## config.mk

```make
export PLATFORM = sky130hd
export DESIGN_NAME = falu_seq
export DESIGN_NICKNAME = d
export VERILOG_FILES = /design/src/rtl/falu_pkg.sv /design/src/rtl/fp16_classify.sv /design/src/rtl/falu_seq.sv
export SDC_FILE = /design/constraint.sdc
export NUM_CORES = 1
export LEC_CHECK = 0
export CORE_AREA = 2 2 76 92
export CTS_BUF_LIST = sky130_fd_sc_hd__clkbuf_8
export CTS_CLUSTER_SIZE = 24
export DETAILED_ROUTE_END_ITERATION = 8
export DIE_AREA = 0 0 78 94
export PLACE_DENSITY = 0.76
export SLEW_MARGIN = 15
export SYNTH_ARGS = -nofsm -noshare
export SYNTH_HDL_FRONTEND = slang
export SYNTH_SLANG_ARGS = --single-unit
```

## constraint.sdc

```tcl
create_clock -name clk -period 3.9 [get_ports clk]
set_input_delay 1.17 -clock clk [delete_from_list [all_inputs] [get_ports clk]]
set_output_delay 1.17 -clock clk [all_outputs]
set_load 0.1 [all_outputs]
```

## src/rtl/falu_pkg.sv

```systemverilog
// Shared FALU definitions: op codes, FP16 field layout, flag bit positions and sequencer states.
package falu_pkg;

  localparam logic [1:0] OP_ADD = 2'b00;
  localparam logic [1:0] OP_SUB = 2'b01;
  localparam logic [1:0] OP_MUL = 2'b10;
  localparam logic [1:0] OP_DIV = 2'b11;

  localparam int EXP_MSB = 14;
  localparam int EXP_LSB = 10;
  localparam int MANT_W  = 10;
  localparam logic [4:0] EXP_MAX = 5'h1F;

  localparam int FLG_ZERO = 0;
  localparam int FLG_SUB  = 1;
  localparam int FLG_INF  = 2;
  localparam int FLG_NAN  = 3;
  localparam int FLG_DZ   = 4;

  typedef enum logic [1:0] {
    S_IDLE = 2'b00,
    S_EXEC = 2'b01,
    S_DONE = 2'b10
  } state_t;

endpackage

```

## src/rtl/fp16_classify.sv

```systemverilog
// FP16 classifier, combinational (0 cycles): cls = {nan, inf, sub, zero}; no handshake.
module fp16_classify
  import falu_pkg::*;
(
  input  logic [15:0] val,
  output logic [3:0]  cls
);

  logic [4:0]        exp_f;
  logic [MANT_W-1:0] mant_f;
  logic              unused_sign;

  assign exp_f       = val[EXP_MSB:EXP_LSB];
  assign mant_f      = val[MANT_W-1:0];
  assign unused_sign = val[15];

  assign cls[3] = (exp_f == EXP_MAX) && (mant_f != '0);
  assign cls[2] = (exp_f == EXP_MAX) && (mant_f == '0);
  assign cls[1] = (exp_f == 5'd0)    && (mant_f != '0);
  assign cls[0] = (exp_f == 5'd0)    && (mant_f == '0);

endmodule

```

## src/rtl/falu_seq.sv

```systemverilog
// FALU sequencer: registers operands, captures result WAIT_CYCLES cycles later; out_valid held until out_ready,
// a DONE handshake may accept the next request on the same edge. FALU_SEQ_STATS_EN adds stat_ops/stat_exc.
module falu_seq
  import falu_pkg::*;
#(
  parameter int WAIT_CYCLES = 2,
  parameter int CNT_W       = 4
) (
  input  logic        clk,
  input  logic        rst_n,
  input  logic        in_valid,
  output logic        in_ready,
  input  logic [15:0] in_a,
  input  logic [15:0] in_b,
  input  logic [1:0]  in_op,
  output logic [15:0] alu_a,
  output logic [15:0] alu_b,
  output logic [1:0]  alu_op,
  input  logic [15:0] alu_result,
  output logic        out_valid,
  input  logic        out_ready,
  output logic [15:0] out_result,
  output logic [4:0]  out_flags
`ifdef FALU_SEQ_STATS_EN
  ,
  output logic [15:0] stat_ops,
  output logic [15:0] stat_exc
`endif
);

  state_t           state;
  logic [CNT_W-1:0] cnt;
  logic [3:0]       cls;
  logic [4:0]       flags_nxt;
  logic             accept;

  fp16_classify u_classify (
    .val (alu_result),
    .cls (cls)
  );

  // Both signed zeros count as a zero divisor.
  assign flags_nxt = {(alu_op == OP_DIV) && (alu_b[14:0] == 15'd0), cls};

  assign in_ready = (state == S_IDLE) || ((state == S_DONE) && out_ready);
  assign accept   = in_valid && in_ready;

  always_ff @(posedge clk or negedge rst_n) begin
    if (!rst_n) begin
      state      <= S_IDLE;
      cnt        <= '0;
      alu_a      <= 16'h0000;
      alu_b      <= 16'h0000;
      alu_op     <= OP_ADD;
      out_result <= 16'h0000;
      out_flags  <= 5'b0;
      out_valid  <= 1'b0;
    end else begin
      case (state)
        S_IDLE: begin
          if (accept) begin
            alu_a  <= in_a;
            alu_b  <= in_b;
            alu_op <= in_op;
            cnt    <= CNT_W'(WAIT_CYCLES - 1);
            state  <= S_EXEC;
          end
        end
        S_EXEC: begin
          if (cnt == '0) begin
            out_result <= alu_result;
            out_flags  <= flags_nxt;
            out_valid  <= 1'b1;
            state      <= S_DONE;
          end else begin
            cnt <= cnt - 1'b1;
          end
        end
        S_DONE: begin
          if (out_ready) begin
            out_valid <= 1'b0;
            if (in_valid) begin
              alu_a  <= in_a;
              alu_b  <= in_b;
              alu_op <= in_op;
              cnt    <= CNT_W'(WAIT_CYCLES - 1);
              state  <= S_EXEC;
            end else begin
              state <= S_IDLE;
            end
          end
        end
        default: begin
          state     <= S_IDLE;
          out_valid <= 1'b0;
        end
      endcase
    end
  end

`ifdef FALU_SEQ_STATS_EN
  logic out_hs;
  logic is_exc;

  assign out_hs = (state == S_DONE) && out_ready;
  assign is_exc = out_flags[FLG_NAN] || out_flags[FLG_INF] || out_flags[FLG_DZ];

  always_ff @(posedge clk or negedge rst_n) begin
    if (!rst_n) begin
      stat_ops <= 16'h0000;
      stat_exc <= 16'h0000;
    end else if (out_hs) begin
      if (stat_ops != 16'hFFFF) stat_ops <= stat_ops + 16'd1;
      if (is_exc && (stat_exc != 16'hFFFF)) stat_exc <= stat_exc + 16'd1;
    end
  end
`endif

endmodule
```

==> results.json, run 1 <==
{
  "flow.area_growth_from_synthesis_pct": 52.2,
  "max_slew_margin_pct": 33.3,
  "detail_route.iter0.violations": 54,
  "reg2reg_to": "out_result[12]",
  "adder_and_majority_cell_fraction_of_the_synthesized_area_pct": 0.488,
  "numCtsBuffers": 9,
  "run_status": "completed",
  "cp_data_required_time_ps": 2730,
  "max_clock_freq_mhz": 301,
  "cts_setup_buffers": 0,
  "floorplan.rows": 32,
  "clk_path_buf_depth": 2,
  "grt_setup_unrepaired": "no",
  "hold_start": "alu_a[13]",
  "viasPerCell": 4.86,
  "synth_cells": 180,
  "startpoint_of_the_worst_slack_reg_to_reg_timing_path": "cnt[0]",
  "total_number_of_vias": 1871,
  "place.detailed.hpwl_um": 4330,
  "final.setup.tns_ps": 0,
  "grt_first_pass_wirelength_um": 9250,
  "synth-main-ff-cell": "sky130_fd_sc_hd__dfrtp_1",
  "yosysWarnings": 0,
  "synth_top_cell_area_share_pct": 60.5,
  "whs_endpoint": "alu_a[13]",
  "place_inst": 369,
  "synth_enable_flop_cells": 0,
  "finalClockSkew_ps": 5.97,
  "synth.ff_latch_count": 62,
  "post_cts_hold_buffer_count": 0,
  "count_of_clock_tree_sinks": 62,
  "global_route.usage.total_pct": 16.7,
  "drt_wl_total_um": 5800,
  "dr.pass1.iters": 4,
  "worst_setup_hold_path_clk_slew_ps": 60,
  "dieArea_um2": 7330,
  "grt_start_max_net_pins": 63,
  "timing.final.crit_share_pct": 85.1,
  "postSynth.asyncResetShare_pct": 100,
  "cell_with_the_most_instances_after_synthesis": "sky130_fd_sc_hd__dfrtp_1",
  "synth_xor_area_share_pct": 0.342,
  "htree_num_levels": 3,
  "worstHoldPathType": "register to register",
  "n_antenna_cell": 0,
  "synth_largest_area_cell": "sky130_fd_sc_hd__dfrtp_1",
  "r2r.worst_path.cells": 5,
  "detail-route-antenna-nets": 0,
  "design.final.nets": 350,
  "synthSimpleGateAreaFrac_pct": 8.30,
  "setup.worst_path.end_class": "primary output",
  "netlist_top_cells_area": "sky130_fd_sc_hd__dfrtp_1 (61%), sky130_fd_sc_hd__mux2_2 (21%), sky130_fd_sc_hd__buf_6 (2.2%)",
  "syn-mean-instance-area_um2": 14.2,
  "syn_area_um2": 2560,
  "post_cts_resize_count": 0,
  "grt.overflow.total": 0,
  "min_path_cells": 1,
  "tritoncts": "yes",
  "final-max-slew-violation-count": 0,
  "setup_violations": 0,
  "worst_hold_slack_ps": 496,
  "wirelength_per_cell_um": 15.1,
  "critPathArrivalTime_ps": 2150,
  "muxShareOfSynthArea_pct": 22.0,
  "seq_area_frac_synth_pct": 60.5,
  "regToRegSetupSlack_ps": 2090,
  "worstPathMaxFanout": 4,
  "number_of_standard_cells_in_the_layout_taps_in_and_fillers_out": 385,
  "filler_cell_count": 536,
  "grt_pass1_vias": 1943,
  "synth_compound_area_share_pct": 4.88,
  "synth.cells.most_frequent": "sky130_fd_sc_hd__dfrtp_1 (62), sky130_fd_sc_hd__mux2_2 (48), sky130_fd_sc_hd__o21ai_0 (7)",
  "synth_top_family_by_area": "multiplexers",
  "multi_input_comb_area_um2": 922,
  "sequential_cell_area_um2": 1550,
  "syn-num-nets": 235,
  "root_buffer": "sky130_fd_sc_hd__clkbuf_8",
  "die_width_um": 78,
  "tightest_pin_transition_ps": 997,
  "worstSetupStartpointType": "primary input",
  "core_area_um2": 6410,
  "worst-setup-path-type": "primary input to primary output",
  "remaining_drc_errors": 0,
  "globalplace.congestion": 0.755,
  "finalHoldViolations": 0,
  "synth_cell_type_count": 34,
  "die-height_um": 94,
  "clk_latency_ps": 330,
  "antenna_found_initial": 0,
  "design.portCount": 111,
  "final_layout_size_suffix_gt1_share_pct": 31.3,
  "port_buffers": 110,
  "period_minus_slack_ps": 3320,
  "floorplan.initialDensity_pct": 40.0,
  "max_cap_viol_count": 0
}
## cell usage in the layout (no fill, tap or decap), types with 2 or more instances in the layout
master and instances:
sky130_fd_sc_hd__a21oi_1 3, sky130_fd_sc_hd__buf_4 24, sky130_fd_sc_hd__bufinv_16 3, sky130_fd_sc_hd__clkbuf_8 9
sky130_fd_sc_hd__clkdlybuf4s50_1 86, sky130_fd_sc_hd__clkinv_2 3, sky130_fd_sc_hd__dfrtp_1 62, sky130_fd_sc_hd__inv_1 5
sky130_fd_sc_hd__mux2_1 2, sky130_fd_sc_hd__mux2_2 48, sky130_fd_sc_hd__nand2_1 2, sky130_fd_sc_hd__nand2b_1 3
sky130_fd_sc_hd__nand3_1 3, sky130_fd_sc_hd__nor2_1 5, sky130_fd_sc_hd__nor3_1 4, sky130_fd_sc_hd__nor4_1 4
sky130_fd_sc_hd__o21ai_0 7, sky130_fd_sc_hd__o22ai_1 2, sky130_fd_sc_hd__o31ai_1 5
## worst max-delay path, cell delays in order
cell,delay [ps]
sky130_fd_sc_hd__clkdlybuf4s50_1,540
sky130_fd_sc_hd__nor2b_4,70
sky130_fd_sc_hd__nor2_1,170
sky130_fd_sc_hd__buf_12,200
## layout make-up
type                       count  area share [%]
clock inverter                 7            2.89
clock buffer                   9            3.18
tap                           85            2.73
multi-input combinational    105            23.6
sequential                    62            39.8
inverter                       5           0.481
timing repair buffer         112            27.3
## flip-flops by register name (all words and copies together) (netlist names)
| register | flops |
|---|---|
| alu_a | 16 |
| alu_b | 16 |
| out_result | 16 |
| out_flags | 5 |
| cnt | 4 |
| alu_op | 2 |
| state | 2 |
| out_valid | 1 |
## stage by stage
stage	area, um^2	utilization, %	setup WS (ps)
2_1_floorplan	2560	-	268
3_3_place_gp	3660	57.2	583
3_5_place_dp	3660	57.2	574
4_1_cts	3900	60.9	568
5_1_grt	3900	60.9	534
6_report	3900	60.9	580
## routing by layer
metal	vias up	wire (um)	part of all wire, %	GRT usage [%]
met5	-	0	0	0
met4	0	184	3.2	10.7
met3	15	194	3.3	3.27
met2	48	3140	54	28.3
met1	931	2280	39	19.3
li1	877	-	-	-
## kinds of logic (layout without fill, tap and decap cells)
family | after synthesis | count (layout)
xor+xnor | 1 | 1
buf+inv | 13 | 133
compound gates | 20 | 20
simple gates | 33 | 33
mux | 50 | 50
fa+ha+maj | 1 | 1
flops | 62 | 62
## how the worst max path moves through the flow
stage	startpoint	endpoint	slack, ps	cells after the start
2_1_floorplan	out_ready	in_ready	270	2
3_3_place_gp	out_ready	in_ready	580	4
3_5_place_dp	out_ready	in_ready	570	4
4_1_cts	out_ready	in_ready	570	4
5_1_grt	out_ready	in_ready	530	4
6_report	out_ready	in_ready	580	4
Power of run 1 is not shown: default switching activity piles up to over one toggle a cycle in this logic, so the estimate is an artifact.
==> run 2: changes to the inputs <==
--- a/config.mk
+++ b/config.mk
@@ -5,12 +5,14 @@
 export SDC_FILE = /design/constraint.sdc
 export NUM_CORES = 1
 export LEC_CHECK = 0
-export CORE_AREA = 2 2 76 92
+export ABC_AREA = 1
+export CORE_AREA = 2 2 77 94
 export CTS_BUF_LIST = sky130_fd_sc_hd__clkbuf_8
 export CTS_CLUSTER_SIZE = 24
 export DETAILED_ROUTE_END_ITERATION = 8
-export DIE_AREA = 0 0 78 94
+export DIE_AREA = 0 0 79 96
 export PLACE_DENSITY = 0.76
+export SETUP_SLACK_MARGIN = 0.3
 export SLEW_MARGIN = 15
 export SYNTH_ARGS = -nofsm -noshare
 export SYNTH_HDL_FRONTEND = slang
==> results.json, run 2 <==
{
  "run_status": "completed",
  "cp_data_required_time_ps": 2730,
  "design.final.nets": 479,
  "place_area_um2": 3800,
  "postSynth.asyncResetShare_pct": 100,
  "total_number_of_vias": 2459,
  "timing.final.crit_share_pct": 85.3,
  "post_cts_hold_buffer_count": 0,
  "synth_largest_area_cell": "sky130_fd_sc_hd__dfrtp_1",
  "critPathArrivalTime_ps": 2160,
  "grt_first_pass_wirelength_um": 11000,
  "grt_met2_use_pct": 30.4,
  "grt.busiest_layer": "met2",
  "final_cell_mix": "sky130_fd_sc_hd__nand2_1 (118), sky130_fd_sc_hd__clkdlybuf4s50_1 (93), sky130_fd_sc_hd__dfrtp_1 (62)",
  "dieArea_um2": 7580,
  "netlist_top_cells_area": "sky130_fd_sc_hd__dfrtp_1 (58%), sky130_fd_sc_hd__nand2_1 (17%), sky130_fd_sc_hd__nand3_1 (7.7%)",
  "dr.pass1.iters": 4,
  "syn_area_um2": 2670,
  "globalplace.congestion": 0.825,
  "tightest_pin_transition_ps": 996,
  "final_common_cell": "sky130_fd_sc_hd__nand2_1",
  "yosysWarnings": 0,
  "setup_violations": 0,
  "final_layout_size_suffix_gt1_share_pct": 12.4,
  "place.detailed.hpwl_um": 4750,
  "remaining_drc_errors": 0,
  "n_antenna_cell": 0,
  "grt_pass1_vias": 2338,
  "worstSetupStartpointType": "primary input",
  "numCtsBuffers": 9,
  "floorplan.initialDensity_pct": 39.9,
  "die_width_um": 79,
  "port_buffers": 110,
  "design.portCount": 111,
  "layout.cell_area.non_filler_um2": 4040,
  "max_cap_viol_count": 0,
  "synth_cells": 312,
  "finalHoldViolations": 0,
  "synth.cells.most_frequent": "sky130_fd_sc_hd__nand2_1 (118), sky130_fd_sc_hd__dfrtp_1 (62), sky130_fd_sc_hd__nand3_1 (41)",
  "wirelength_per_cell_um": 13.0,
  "synth_cell_type_count": 21,
  "critical_path.max_stage_delay_ps": 490,
  "worstPathMaxFanout": 2,
  "clk_latency_ps": 340,
  "synth.ff_latch_count": 62,
  "post_cts_resize_count": 0,
  "flow.area_growth_from_synthesis_pct": 51.4,
  "core_area_um2": 6690,
  "cts_setup_buffers": 0,
  "grt_setup_unrepaired": "no",
  "htree_num_levels": 3,
  "period_minus_slack_ps": 3330,
  "synth-main-ff-cell": "sky130_fd_sc_hd__dfrtp_1",
  "root_buffer": "sky130_fd_sc_hd__clkbuf_8",
  "tritoncts": "yes",
  "regToRegSetupSlack_ps": 2180,
  "detail-route-antenna-nets": 0,
  "syn-mean-instance-area_um2": 8.55,
  "max_clock_freq_mhz": 301,
  "antenna_found_initial": 0,
  "detail_route.iter0.violations": 133,
  "cell_with_the_most_instances_after_synthesis": "sky130_fd_sc_hd__nand2_1",
  "cp_slowest_cell": "sky130_fd_sc_hd__clkdlybuf4s50_1",
  "setup.worst_path.end_class": "primary output",
  "worstHoldPathType": "register to register",
  "max_slew_margin_pct": 33.4,
  "viasPerCell": 4.77,
  "synth_top_cell_area_share_pct": 58.2,
  "seq_area_frac_synth_pct": 58.2,
  "crit_path_cell_trace": "clkdlybuf4s50_1, inv_1, a21oi_2, buf_12",
  "die-height_um": 96,
  "gr-usage-met3_pct": 5.07,
  "final-max-slew-violation-count": 0,
  "crit_family": "buffers and inverters",
  "synth_enable_flop_cells": 0,
  "drt_wl_total_um": 6710,
  "grt.overflow.total": 0,
  "global_route.usage.total_pct": 19.0,
  "finalClockSkew_ps": 9.96,
  "reg.largest.list": "alu_a (16), alu_b (16), out_result (16)",
  "floorplan.rows": 33,
  "clk_path_buf_depth": 2,
  "gr-usage-met1_pct": 23.8,
  "worst-setup-path-type": "primary input to primary output",
  "grt_start_max_net_pins": 42,
  "syn-num-nets": 367,
  "worst_setup_hold_path_clk_slew_ps": 80,
  "final.setup.tns_ps": 0,
  "combined_buffer_and_inverter_count_along_the_critical_path": 3,
  "count_of_clock_tree_sinks": 62
}
[run 2: cell count changes after synthesis, moves of 5 or more]
cell / previous run / this run
sky130_fd_sc_hd__nand2_1: 2 / 118
sky130_fd_sc_hd__nor2_1: 5 / 21
sky130_fd_sc_hd__o21ai_0: 7 / 2
sky130_fd_sc_hd__o21ai_2: 0 / 8
sky130_fd_sc_hd__nand3_1: 3 / 41
sky130_fd_sc_hd__inv_1: 5 / 25
sky130_fd_sc_hd__o31ai_1: 5 / 0
sky130_fd_sc_hd__a21oi_1: 3 / 9
sky130_fd_sc_hd__mux2_2: 48 / 0
sky130_fd_sc_hd__buf_2: 0 / 10
[run 2: routing by layer]
layer,up-vias,part of all wire [%]
met1,1141,43
li1,1206,-
met4,0,2.5
met3,19,8.0
met2,93,47
met5,-,0
[run 2: area by class of cell]
type / instances / area, um^2
clock buffers: 10 / 138
flip-flops and latches: 62 / 1550
multi-input cells: 209 / 937
inverters: 27 / 101
fillers: 600 / 2650
repair buffers: 115 / 1110
clock inverters: 6 / 93.8
well taps: 87 / 109
[run 2: worst paths after layout]
check | from | endpoint | cells past startpoint
min reg2reg | alu_a[1] | alu_a[1] | 2
max in group asynchronous | rst_n | alu_a[0] | 2
max reg2reg | cnt[0] | out_flags[1] | 6
min | alu_a[1] | alu_a[1] | 2
min in group asynchronous | rst_n | out_result[4] | 1
max | out_ready | in_ready | 4
[run 2: cells by family (layout without fill, tap and decap cells)]
logic type | Yosys count | count (layout) | synth area share (%)
buffers and inverters | 41 | 158 | 6.80
adders and majority gates | 1 | 1 | 0.469
and+or+nand+nor | 186 | 186 | 29.2
DFF | 62 | 62 | 58.2
AOI/OAI and AO/OA | 22 | 22 | 5.30
[run 2: worst reg2reg max path, stage by stage, from the launching register on]
cell                      delay [ps]
sky130_fd_sc_hd__dfrtp_1         390
sky130_fd_sc_hd__inv_1           100
sky130_fd_sc_hd__ha_1            280
sky130_fd_sc_hd__nand3_4         380
sky130_fd_sc_hd__inv_2           330
sky130_fd_sc_hd__nand3_1         110
sky130_fd_sc_hd__nand2_1          70
[run 2: through the flow]
stage | util, % | hold WS, ps | setup WS, ps | std cells
6_report | 60.3 | 480 | 575 | 516
5_1_grt | 60.3 | 506 | 529 | 516
4_1_cts | 60.3 | 485 | 570 | 516
3_5_place_dp | 56.9 | 465 | 600 | 500
3_3_place_gp | 56.9 | 463 | 605 | 500
2_1_floorplan | - | 465 | 867 | 312
Power of run 2 is left out for the same reason.
==> run 3: changes to the inputs <==
--- a/config.mk
+++ b/config.mk
@@ -7,12 +7,13 @@
 export LEC_CHECK = 0
 export ABC_AREA = 1
 export CORE_AREA = 2 2 77 94
-export CTS_BUF_LIST = sky130_fd_sc_hd__clkbuf_8
+export CTS_BUF_LIST = sky130_fd_sc_hd__clkbuf_16
 export CTS_CLUSTER_SIZE = 24
 export DETAILED_ROUTE_END_ITERATION = 8
 export DIE_AREA = 0 0 79 96
 export PLACE_DENSITY = 0.76
 export SETUP_SLACK_MARGIN = 0.3
+export SKIP_LAST_GASP = 1
 export SLEW_MARGIN = 15
 export SYNTH_ARGS = -nofsm -noshare
 export SYNTH_HDL_FRONTEND = slang
==> results.json, run 3 (synthesis results as in run 2) <==
{
  "regToRegSetupSlack_ps": 2170,
  "final.setup.tns_ps": 0,
  "reg.largest.list": "alu_a (16), alu_b (16), out_result (16)",
  "finalHoldViolations": 0,
  "numCtsBuffers": 9,
  "wl_met3_um": 548,
  "core_area_um2": 6690,
  "worst_setup_hold_path_clk_slew_ps": 50,
  "grt_first_pass_wirelength_um": 11100,
  "setup.worst_path.end_class": "primary output",
  "detail_route.iter0.violations": 113,
  "die-height_um": 96,
  "design.final.nets": 479,
  "worst_slack_ps": 574,
  "root_buffer": "sky130_fd_sc_hd__clkbuf_16",
  "grt_start_max_net_pins": 42,
  "finalClockSkew_ps": 5.95,
  "max_cap_viol_count": 0,
  "dieArea_um2": 7580,
  "floorplan.rows": 33,
  "n_antenna_cell": 0,
  "antenna_found_initial": 0,
  "global_route.usage.total_pct": 19.1,
  "worstPathMaxFanout": 2,
  "run_status": "completed",
  "cts_setup_buffers": 0,
  "flow.area_growth_from_synthesis_pct": 54.8,
  "reg2reg_to": "out_flags[1]",
  "post_cts_resize_count": 0,
  "final_cell_mix": "sky130_fd_sc_hd__nand2_1 (118), sky130_fd_sc_hd__clkdlybuf4s50_1 (93), sky130_fd_sc_hd__dfrtp_1 (62)",
  "setup_slack_placement_ps": 600,
  "grt.overflow.total": 0,
  "place.detailed.hpwl_um": 4750,
  "die_width_um": 79,
  "timing.final.crit_share_pct": 85.3,
  "hold_start": "alu_b[15]",
  "remaining_drc_errors": 0,
  "port_buffers": 110,
  "drt_wl_total_um": 6780,
  "setup.worst_path.start": "out_ready",
  "clk_latency_ps": 320,
  "design.portCount": 111,
  "globalplace.congestion": 0.825,
  "floorplan.initialDensity_pct": 39.9,
  "min_path_cells": 2,
  "cp_data_required_time_ps": 2730,
  "htree_num_levels": 3,
  "final_common_cell": "sky130_fd_sc_hd__nand2_1",
  "final_core_util_pct": 61.7,
  "grt_pass1_vias": 2339,
  "m1WireLength_um": 2900,
  "whs_endpoint": "alu_b[15]",
  "worstSetupStartpointType": "primary input",
  "period_minus_slack_ps": 3330,
  "max_slew_margin_pct": 33.4,
  "grt_setup_unrepaired": "no",
  "clk_path_buf_depth": 2,
  "detail-route-antenna-nets": 0,
  "startpoint_of_the_worst_slack_reg_to_reg_timing_path": "cnt[0]",
  "r2r.worst_path.cells": 6,
  "dr.pass1.iters": 4,
  "viasPerCell": 4.75,
  "worst-setup-path-type": "primary input to primary output",
  "post_cts_hold_buffer_count": 0,
  "top_routing_layer_in_use": "met4",
  "worstHoldPathType": "register to register",
  "setup_violations": 0,
  "critPathArrivalTime_ps": 2160,
  "max_clock_freq_mhz": 301,
  "tightest_pin_transition_ps": 996,
  "final-max-slew-violation-count": 0,
  "wirelength_per_cell_um": 13.1,
  "total_number_of_vias": 2449,
  "final_layout_size_suffix_gt1_share_pct": 12.1,
  "routed-wl-met2_um": 3230,
  "count_of_clock_tree_sinks": 62,
  "tritoncts": "yes"
}
run 3: changes by cell type in the layout (fill, tap and decap cells not counted), sizes merged:
cell / previous run / this run
clkbuf: 10 / 9
clkinv: 2 / 3
run 3: worst max-delay path by stage:
stage / cells past startpoint / slack (ps) / end
6_report: 4 / 570 / in_ready
5_1_grt: 4 / 530 / in_ready
2_1_floorplan: 3 / 870 / in_ready
4_1_cts: 4 / 570 / in_ready
3_5_place_dp: 4 / 600 / in_ready
3_3_place_gp: 4 / 600 / in_ready
run 3: per-stage QoR:
step / instances / hold slack (ps) / instance area (um^2)
global placement: 500 / 463 / 3800
global route: 516 / 500 / 4130
floorplan: 312 / 465 / 2670
CTS: 516 / 480 / 4130
detailed placement: 500 / 465 / 3800
finish: 516 / 476 / 4130
run 3: layer usage:
metal | up-vias | track usage, %
li1 | 1204 | -
met3 | 10 | 6.75
met1 | 1143 | 23.9
met5 | - | 0
met4 | 0 | 6.75
met2 | 92 | 30.6
run 3: final cells by class:
type | count | area (um^2)
Clock inverter | 7 | 97.6
Sequential cell | 62 | 1550
Tap cell | 87 | 109
Timing Repair Buffer | 115 | 1110
Fill cell | 580 | 2560
Clock buffer | 9 | 225
Inverter | 27 | 101
Multi-Input combinational cell | 209 | 937
run 3: critical path, cell delays in order:
cell and delay (ps):
sky130_fd_sc_hd__clkdlybuf4s50_1 490, sky130_fd_sc_hd__inv_1 70, sky130_fd_sc_hd__a21oi_2 210, sky130_fd_sc_hd__buf_12 200
Power of run 3 is left out for the same reason.
